File: config.mk
export PLATFORM = sky130hd
export DESIGN_NAME = l2_bank_rr_arbiter
export DESIGN_NICKNAME = d
export VERILOG_FILES = /design/src/rtl/l2_bank_rr_arbiter.sv
export SDC_FILE = /design/constraint.sdc
export NUM_CORES = 1
export LEC_CHECK = 0
export ABC_CLOCK_PERIOD_IN_PS = 2500
export CAP_MARGIN = 5
export CORE_AREA = 2 2 109 111
export CTS_BUF_LIST = sky130_fd_sc_hd__clkbuf_8 sky130_fd_sc_hd__clkbuf_16
export DETAILED_ROUTE_END_ITERATION = 16
export DIE_AREA = 0 0 111 113
export HOLD_SLACK_MARGIN = 0.03
export MAX_ROUTING_LAYER = met4
export SYNTH_ARGS = -nofsm -noshare
export SYNTH_HDL_FRONTEND = slang
export SYNTH_SLANG_ARGS = --single-unit
File: constraint.sdc
create_clock -name clk_i -period 2.5 [get_ports clk_i]
set_input_delay 0.25 -clock clk_i [delete_from_list [all_inputs] [get_ports clk_i]]
set_output_delay 0.25 -clock clk_i [all_outputs]
set_load 0.02 [all_outputs]
File: src/rtl/l2_bank_rr_arbiter.sv
// l2_bank_rr_arbiter: round-robin TCDM arbiter sharing one L2 bank; `define L2_ARB_PERF_CNT_EN adds grant/conflict counters
module l2_bank_rr_arbiter #(
  parameter int NB_MASTERS = 2,
  parameter int ADDR_WIDTH = 32,
  parameter int DATA_WIDTH = 32
) (
  input  logic                                clk_i,
  input  logic                                rst_ni,
  input  logic [NB_MASTERS-1:0]               m_req_i,
  input  logic [NB_MASTERS*ADDR_WIDTH-1:0]    m_add_i,
  input  logic [NB_MASTERS-1:0]               m_wen_i,
  input  logic [NB_MASTERS*DATA_WIDTH/8-1:0]  m_be_i,
  input  logic [NB_MASTERS*DATA_WIDTH-1:0]    m_wdata_i,
  output logic [NB_MASTERS-1:0]               m_gnt_o,
  output logic [NB_MASTERS-1:0]               m_r_valid_o,
  output logic [DATA_WIDTH-1:0]               m_r_rdata_o,
  output logic                                bank_req_o,
  output logic [ADDR_WIDTH-1:0]               bank_add_o,
  output logic                                bank_wen_o,
  output logic [DATA_WIDTH/8-1:0]             bank_be_o,
  output logic [DATA_WIDTH-1:0]               bank_wdata_o,
  input  logic                                bank_gnt_i,
  input  logic                                bank_r_valid_i,
  input  logic [DATA_WIDTH-1:0]               bank_r_rdata_i
`ifdef L2_ARB_PERF_CNT_EN
  ,
  input  logic                                perf_clr_i,
  output logic [31:0]                         perf_grant_cnt_o,
  output logic [31:0]                         perf_conflict_cnt_o
`endif
);
  localparam int BW = DATA_WIDTH/8;
  localparam int IW = $clog2(NB_MASTERS);
  logic [IW-1:0] rr_ptr_q, id_q, win, idx;
  logic id_vld_q, any_req, gnt;
  always_comb begin
    win = rr_ptr_q;
    idx = rr_ptr_q;
    for (int i = NB_MASTERS-1; i >= 0; i--) begin
      idx = IW'((int'(rr_ptr_q) + i) % NB_MASTERS);
      if (m_req_i[idx]) win = idx;
    end
  end
  assign any_req      = |m_req_i;
  assign gnt          = bank_gnt_i & any_req;
  assign m_gnt_o      = gnt ? NB_MASTERS'(1) << win : '0;
  assign bank_req_o   = any_req;
  assign bank_add_o   = any_req ? m_add_i[int'(win)*ADDR_WIDTH +: ADDR_WIDTH] : '0;
  assign bank_wen_o   = any_req & m_wen_i[win];
  assign bank_be_o    = any_req ? m_be_i[int'(win)*BW +: BW] : '0;
  assign bank_wdata_o = any_req ? m_wdata_i[int'(win)*DATA_WIDTH +: DATA_WIDTH] : '0;
  assign m_r_valid_o  = (bank_r_valid_i & id_vld_q) ? NB_MASTERS'(1) << id_q : '0;
  assign m_r_rdata_o  = bank_r_rdata_i;
  always_ff @(posedge clk_i or negedge rst_ni)
    if (!rst_ni) begin
      rr_ptr_q <= '0;
      id_q     <= '0;
      id_vld_q <= 1'b0;
    end else begin
      id_vld_q <= gnt;
      if (gnt) begin
        rr_ptr_q <= (win == IW'(NB_MASTERS-1)) ? '0 : win + 1'b1;
        id_q     <= win;
      end
    end
`ifdef L2_ARB_PERF_CNT_EN
  logic conflict;
  assign conflict = bank_gnt_i & ($countones(m_req_i) > 1);
  always_ff @(posedge clk_i or negedge rst_ni)
    if (!rst_ni) begin
      perf_grant_cnt_o    <= '0;
      perf_conflict_cnt_o <= '0;
    end else begin
      perf_grant_cnt_o    <= perf_clr_i ? '0 : perf_grant_cnt_o + 32'(gnt & ~&perf_grant_cnt_o);
      perf_conflict_cnt_o <= perf_clr_i ? '0 : perf_conflict_cnt_o + 32'(conflict & ~&perf_conflict_cnt_o);
    end
`endif
endmodule

# ---- Word-level counts from Yosys, hierarchy flattened
# Cells that the tools add are included.
dict set report classes {
  add_sub_neg 2
  order_cmp 3
  shifts 5
  muxes 14
  bitwise 3
  reduce_logical 1
}
# cell count
set ops {}
lappend ops {{64-bit by 7-bit variable part select with 32-bit output} 2}
lappend ops {{32-bit 2-to-1 mux} 2}
lappend ops {{1-bit 2-to-1 mux} 9}
lappend ops {{8-bit by 4-bit variable part select with 4-bit output} 1}
lappend ops {{1-bit by 2-bit less-than comparator with 1-bit output, second input constant} 3}
lappend ops {{2-bit 2-to-1 mux} 2}
lappend ops {{4-bit 2-to-1 mux} 1}
lappend ops {{1-bit by 1-bit << shifter with 2-bit output, first input constant} 2}
lappend ops {{1-bit bitwise AND} 3}
lappend ops {{1-bit adder, second input constant} 2}
lappend ops {{2-bit OR reduction} 1}
dict set report totals {
  register_bits 3
  in_bits 176
  output_inout_bits 106
  elab_cells 31
}

# ---- Logic depth before layout (Yosys ltp)
# Gate-level depths: netlist of run 1.
dict set report logic_depth {
  word_depth 8
  mapped_depth 4
  depth_no_buf 2
}

# ---- Worst setup path before layout of run 1
# OpenSTA, ideal clock, no wires.
dict set report synth_path {
  path_kind {register to output}
  start {reg rr_ptr_q}
  end {out bank_add_o[0]}
  t_arrival_ns 1.137
  t_required_ns 2.250
  path_slack_ns 1.113
  stages_incl_launch_ff 5
  path_buffers 2
  path_cell_list {dfrtp_1 -> nand2b_1 -> buf_6 -> buf_8 -> a32o_1}
}
dict set report synth_between {
  elab_chain_cells 7
  word_cells_on_any_way 9
  cone_classes {1 x add/sub; 1 x shift; 7 x mux}
}
# item line_no
set synth_lines {}
lappend synth_lines {{from (decl)} 34} ;# logic [IW-1:0] rr_ptr_q, id_q, win, idx;
lappend synth_lines {{from (signal assigned)} 62} ;# rr_ptr_q <= (win == IW'(NB_MASTERS-1)) ? '0 : win + 1'b1;
lappend synth_lines {{1-bit adder} 40} ;# idx = IW'((int'(rr_ptr_q) + i) % NB_MASTERS);
lappend synth_lines {{1-bit 2-to-1 mux (not written as such) (2 in a row)} 41} ;# if (m_req_i[idx]) win = idx;
lappend synth_lines {{1-bit 2-to-1 mux} 41}
lappend synth_lines {{1-bit 2-to-1 mux (*)} 41}
lappend synth_lines {{64-bit by 7-bit variable part select with 32-bit output (*)} 48} ;# assign bank_add_o = any_req ? m_add_i[int'(win)*ADDR_WIDTH +: ADDR_WIDTH] : '0;
lappend synth_lines {{32-bit 2-to-1 mux (*)} 48}
lappend synth_lines {{to (decl)} 18} ;# output logic [ADDR_WIDTH-1:0] bank_add_o,
# Every way passes the cells marked *; elsewhere a longest branch is shown, timed or not. The select of a mux whose other input is x is not followed.

# ---- Worst setup path in the final report of run 1
dict set report layout_path {
  start {in m_req_i[0]}
  end {out bank_wdata_o[0]}
}
dict set report layout_between {
  elab_chain_cells 6
  word_cells_on_any_way 9
  cone_classes {1 x shift; 7 x mux; 1 x reduce/logical}
}
# item line_no
set layout_lines {}
lappend layout_lines {{from (decl)} 9} ;# input logic [NB_MASTERS-1:0] m_req_i,
lappend layout_lines {{1-bit 2-to-1 mux (not written as such) (2 in a row)} 41}
lappend layout_lines {{1-bit 2-to-1 mux (2 in a row)} 41}
lappend layout_lines {{64-bit by 7-bit variable part select with 32-bit output} 51} ;# assign bank_wdata_o = any_req ? m_wdata_i[int'(win)*DATA_WIDTH +: DATA_WIDTH] : '0;
lappend layout_lines {{32-bit 2-to-1 mux (*)} 51}
lappend layout_lines {{to (decl)} 21} ;# output logic [DATA_WIDTH-1:0] bank_wdata_o,
# Marks and branches as above.

==> impl_results.md, run 1 <==
- Vias in the first global route: 1,989
- Clock transition at path regs: 0.03 ns
- Simple logic cell fraction of the synthesized area: 3.419%
- Initial Util: between 10% and 20%
- Largest net degree at the start of global routing: 45
- Yosys reg bits: 3
- CP max stage cell: clkdlybuf4s50_1
- RSZ-0062 raised after global routing: false
- Leakage power: between 1 and 1.5 nW
- Clock latency on the worst-skew pair: 0.22 ns
- Area of the multi-input gates: between 800 and 900 um2
- Drt via density: about 4.4
- First-pass DRT Iterations: 4
- Critical Path AT: 2.12 ns
- Worst slew margin: between 70% and 80%
- Final net count: between 400 and 500
- Largest family of logic cells by synthesized area: compound AO/OA/AOI/OAI gates
- Syn Area/Cell: ~9.4 um2
- Port Buffers: ~220
- Seq/Total Area, Yosys: ~5.7%
- Placed insts: roughly 450
- CP endpoint kind: output pin
- Routed WL: about 7700 um
- Max Cap Viol: 0
- Cts repair resizes: 0
- # IOs: about 280
- Yosys top cell by area: a32o_1
- Most used cell, CP: clkdlybuf4s50_1
- Layout cell share with drive strength beyond 1: 11.54%
- Clock share of power: about a fifth
- CP delay by family, top: buffers and inverters
- Slew Limit Fails: 0
- Final setup margin: 0.1300 ns
- Initial detailed-routing violation count: 71
- Worst min-delay path class: input pin to asynchronous set/reset pin
- DRC violations left: 0
- Synth Area in Compound Gates: 57.17%
- Overall die height: 113 um
- Setup TNS: 0 ns
- Row count: 39
- Flop pwr share: 5.1%
- Net Count, Synth: around 320
- Critical path's largest stage delay: 0.61 ns
- Via count: between 1,500 and 2,000
- Crit path buf inv count: 3
- CTS Hold Bufs: 0
- Final ANT Viol Nets: 0
- Skew final: between 0.00009 and 0.0001 ns
- WS Path Type: input pin to output pin
- VDD IR-drop max: 206.3 uV
- CTS tree: built
- CP Cell Sequence: clkdlybuf4s50_1 -> a21boi_4 -> buf_12 -> a32o_1 -> clkdlybuf4s50_1
- Cells after Synth: 140
- Synthesized-area fraction occupied by adder cells: 0%
- Synth unique cells: 17
- Internal power: 0.8087 mW
- CP Max Fanout: 44
- Final Power: ~1.3 mW
- Post-synthesis xor/xnor area fraction: 0%
- # diodes: 0
- Peak Freq: approximately 420 MHz
- GPL Wtd Cong: about 0.8
- Reg area: around 75 um2
- Die area: approximately 0.013 mm2
- Mux contribution to synthesized area: 0%
- Period Utilization, post-route: 94.80%
- Final setup vio count: 0
- # Post-CTS Setup Buffers: 0
- Global-route wire length before repair: approximately 11,000 um
- Net Sw Frac: a little over a third
- Switching pwr: ~0.45 mW
- Root Buffer: clkbuf_16
- Clock Sinks: 3
- DR WL/cell: around 17 um
- Synthesis-to-layout area growth: 158.3%
- Post-route insts no fill: 455
- Comb pwr share: roughly three quarters
- Total CTS buffers: 3
- Crit path launch type: input pin
- Ys Warns: 0
- Post-DP HPWL: approximately 6200 um
- Worst slew pin tran: about 0.41 ns
- Max H-tree Level: 1
- WP data required: around 2.3 ns
- Tot GR Track Use: between 10% and 20%
- Post-layout util: between 30% and 40%
- Core area: roughly 0.011 mm2
- Largest cells by area after synthesis: a32o_1 34%, buf_4 23%, a32o_2 21%
- Total gr overflow: 0
- Number of fill cells in the layout: roughly 1,200
- Clock Tree Buf Depth: 2
- Initial antenna violation count: 0
- Post-layout min period: around 2.4 ns
- Final hold violation count: 0
- Status: completed
- Area share of the largest cell type after synthesis: roughly a third
- Post-Syn Area: 0.001318 mm2
- Width of the die: roughly 110 um
- PD cells: 368.9 mW/mm2
- Post-placement setup slack: 0.1156 ns
-- state kept, by name (all words and copies together) (netlist names) --
register,flops
id_vld_q,1
rr_ptr_q,1
id_q,1
-- area by class of cell --
| class | count | share of cell area [%] |
|---|---|---|
| timing repair buffer | 223 | 66.47 |
| multi-input combinational | 82 | 23.75 |
| tap | 143 | 5.257 |
| sequential | 3 | 2.206 |
| clock buffer | 3 | 2.206 |
| clock inverter | 1 | 0.1103 |
-- cells by family (layout without fill, tap and decap cells) --
logic type             Yosys count  count (layout)
DFF                              3               3
AOI/OAI and AO/OA               74              74
buffers and inverters           55             227
and+or+nand+nor                  8               8
-- synth_stat cells (all sizes together) --
cell    instances
and3            2
a21oi           3
clkbuf          6
dfrtp           3
nor2            1
nand2           1
or2             1
nand2b          1
a32o           69
and2            2
a31oi           1
buf            49
a21boi          1
-- stage by stage --
| stage | hold WS [ns] | cell area, um2 |
|---|---|---|
| 2_1_floorplan | -0.04559 | 1318 |
| 3_3_place_gp | 0.4456 | 3324 |
| 3_5_place_dp | 0.4556 | 3324 |
| 4_1_cts | 0.2213 | 3403 |
| 5_1_grt | 0.2336 | 3403 |
| 6_report | 0.2271 | 3403 |
-- metal layers --
metal | part of all wire, % | track usage (%)
met5 | 0 | -
met2 | 55 | 21.35
met1 | 34 | 10.83
met3 | 10 | 2.732
met4 | 0.66 | 2.250
-- placed cells by master (no fill, tap or decap), drive strengths merged --
cell type,n
inv,1
or2,1
clkdlybuf4s50,216
dfrtp,3
buf,7
a32o,69
nor2,1
nand2b,1
and2,2
a31oi,1
a21boi,1
and3,2
a21oi,3
clkbuf,3
nand2,1
-- worst paths after layout --
path	start	endpoint	slack, ns	cells after the start
max in group asynchronous	rst_ni	id_vld_q	2.11	1
worst min-delay path	rst_ni	rr_ptr_q	0.23	1
worst max register to register	rr_ptr_q	id_q	1.35	3
min in group clk_i	bank_r_rdata_i[3]	m_r_rdata_o[3]	0.50	0
worst max-delay path	m_req_i[0]	bank_wdata_o[0]	0.13	5
worst min register to register	id_q	id_q	0.57	2
-- power groups by stage --
stage                     combinational (mW)  sequential [mW]  clock [mW]
after floorplan                        0.527           0.0609           0
after global placement                 0.935           0.0635           0
after detailed placement               0.945           0.0642           0
after CTS                              0.950           0.0638       0.254
after global routing                   0.990           0.0646       0.258
final                                  0.941           0.0637       0.251
(Power assumes the default switching activity.)
==> run 2: changes to the inputs <==
Settings changed: PLACE_DENSITY set to 0.53.
==> run 2 against run 1 <==
  * Via count rose by 1.9%
  * Critical endpoint is now bank_add_o[23]
  * Register-to-register slack improved by 0.04 ns
  * Cell area down 0.51%
  * Worst setup slack gained 0.0043 ns
  * Sequential cell count unchanged
  * Wire length decreased by 2.8%
  * Combinational power decreased by 0.6%
  * Largest power group unchanged
  * Non-clock buffer count stayed put
  * Global-route usage shrank 0.17 points
==> impl_results.md, run 2 (synthesis gave the netlist of run 1 again) <==
- Status: completed
- VDD IR-drop max: 175.0 uV (-15%)
- Post-layout min period: 2.366 ns (-0.004343 ns)
- Tot GR Track Use: 10.69% (-0.17 points)
- RSZ-0062 raised after global routing: false
- Clock Sinks: 3 (unchanged)
- Post-route cell area: 0.003386 mm2 (-0.51%)
- RR Endpoint: id_q
- Clock latency on the worst-skew pair: 0.22 ns (about the same)
- Core area: 0.01127 mm2 (unchanged)
- Overall die height: 113 um (unchanged)
- Worst setup path startpoint: m_req_i[0]
- Commonest non-fill, non-tap cell in the layout: clkdlybuf4s50_1
- Worst min-delay path class: input pin to asynchronous set/reset pin
- GPL Wtd Cong: 0.7152 (-12%)
- # IOs: 282 (unchanged)
- Period Utilization, post-route: 94.63% (-0.17 points)
- Placed Instance Area: 0.003307 mm2 (-0.53%)
- CP endpoint kind: output pin
- Crit path launch type: input pin
- Critical Path AT: 2.12 ns (about the same)
- CTS tree: built
- Largest net degree at the start of global routing: 57 (+27%)
- R2R setup slack: 1.39 ns (+0.04 ns)
- Total gr overflow: 0 (unchanged)
- DRC violations left: 0 (unchanged)
- Global-route wire length before repair: 10,750 um (-1.6%)
- Via count: 2,034 (+1.9%)
- Cells on worst reg2reg path: 3 (unchanged)
- Clock Tree Buf Depth: 2 (unchanged)
- Port Buffers: 217 (unchanged)
- Leakage power: 1.260 nW (-0.25%)
- Die area: 0.01254 mm2 (unchanged)
- Slew Limit Fails: 0 (unchanged)
- Synthesis-to-layout area growth: 157.0%
- Final net count: 489 (unchanged)
- Root Buffer: clkbuf_16
- WS Path Type: input pin to output pin
- Routed WL: 7458 um (-2.8%)
- Worst Setup EP: bank_add_o[23]
- CTS Hold Bufs: 0 (unchanged)
- Final setup vio count: 0 (unchanged)
- Cts repair resizes: 0 (unchanged)
- # diodes: 0 (unchanged)
- Top flop regs: id_q (1), id_vld_q (1), rr_ptr_q (1)
- Vias in the first global route: 2,140 (+7.6%)
- Total CTS buffers: 3 (unchanged)
- Drt via density: 4.470 (+1.9%)
- CP Max Fanout: 42 (-4.5%)
- Worst slew pin tran: 0.4130 ns (+0.002636 ns)
- WP data required: 2.25 ns (about the same)
- Initial detailed-routing violation count: 77 (+8.5%)
- Max Cap Viol: 0 (unchanged)
- Max H-tree Level: 1 (unchanged)
- Initial antenna violation count: 0 (unchanged)
- Setup TNS: 0 ns (unchanged)
- Final ANT Viol Nets: 0 (unchanged)
- DR WL/cell: 16.39 um (-2.8%)
- Clock transition at path regs: 0.03 ns (about the same)
- Initial Util: 11.69% (unchanged)
- Layout cell share with drive strength beyond 1: 12.18% (+0.64 points)
- Commonest cells after routing, fill and taps aside: 214 x clkdlybuf4s50_1, 45 x a32o_1, 24 x a32o_2, 5 x buf_4
- First-pass DRT Iterations: 4 (unchanged)
- R2R Path Start: rr_ptr_q
- Width of the die: 111 um (unchanged)
- # Post-CTS Setup Buffers: 0 (unchanged)
- PD cells: 367.5 mW/mm2 (-0.38%)
- Row count: 39 (unchanged)
- Worst slew margin: 72.47% (-0.18 points)
- Final hold violation count: 0 (unchanged)
- Post-DP HPWL: 5946 um (-4.8%)
- Peak Freq: 422.7 MHz (+0.18%)
- Skew final: 0.001125 ns (+0.001032 ns)
==> run 2: cell count changes in the layout (fill, tap and decap cells not counted), sizes merged <==
cell / change
clkdlybuf4s50: -2
buf: +2
==> run 2: metal layers <==
layer  part of all wire (%)  vias to the layer above  track usage, %  wire length [um]
met5                      0                        -               -                 0
met2                     50                      146           19.51              3752
met1                     40                      954           11.84              2948
met3                    9.2                        8           2.625               686
met4                   0.95                        0           2.333                71
li1                       -                      926               -                 -
==> run 2: area by class of cell <==
type	count	area, um2
fill	1176	7886
timing repair buffer	223	2245
multi-input combinational	82	808.3
tap	143	178.9
sequential	3	75.07
clock buffer	3	75.07
clock inverter	1	3.754
==> run 2: stage by stage <==
| stage | hold WS, ns | power, mW | util, % | setup WS (ns) | cells |
|---|---|---|---|---|---|
| 2_1_floorplan | -0.04559 | 0.5876 | - | 1.113 | 140 |
| 3_3_place_gp | 0.4442 | 1.004 | 29.34 | 0.1409 | 451 |
| 3_5_place_dp | 0.4462 | 1.008 | 29.34 | 0.1247 | 451 |
| 4_1_cts | 0.2149 | 1.262 | 30.04 | 0.1230 | 455 |
| 5_1_grt | 0.2186 | 1.304 | 30.04 | 0.06894 | 455 |
| 6_report | 0.2135 | 1.244 | 30.04 | 0.1344 | 455 |
==> run 2: worst max-delay path, stage by stage <==
cell,delay (ns)
clkdlybuf4s50_1,0.54
a21boi_4,0.27
buf_12,0.23
a32o_1,0.17
clkdlybuf4s50_1,0.62
==> run 2: where the power goes <==
part	total [mW]	leakage, nW	internal, mW	switching [mW]
registers	0.0629	0.0349	0.0558	0.00713
logic	0.935	1.18	0.540	0.394
clock network	0.247	0.0423	0.206	0.0408
total	1.24	1.26	0.802	0.442
==> run 2: worst min-delay path by stage <==
stage                 from        to  slack, ns
detailed placement  rst_ni  id_vld_q       0.45
global placement    rst_ni  id_vld_q       0.44
floorplan           rst_ni      id_q      -0.05
finish              rst_ni  rr_ptr_q       0.21
CTS                 rst_ni  rr_ptr_q       0.21
global route        rst_ni  id_vld_q       0.22
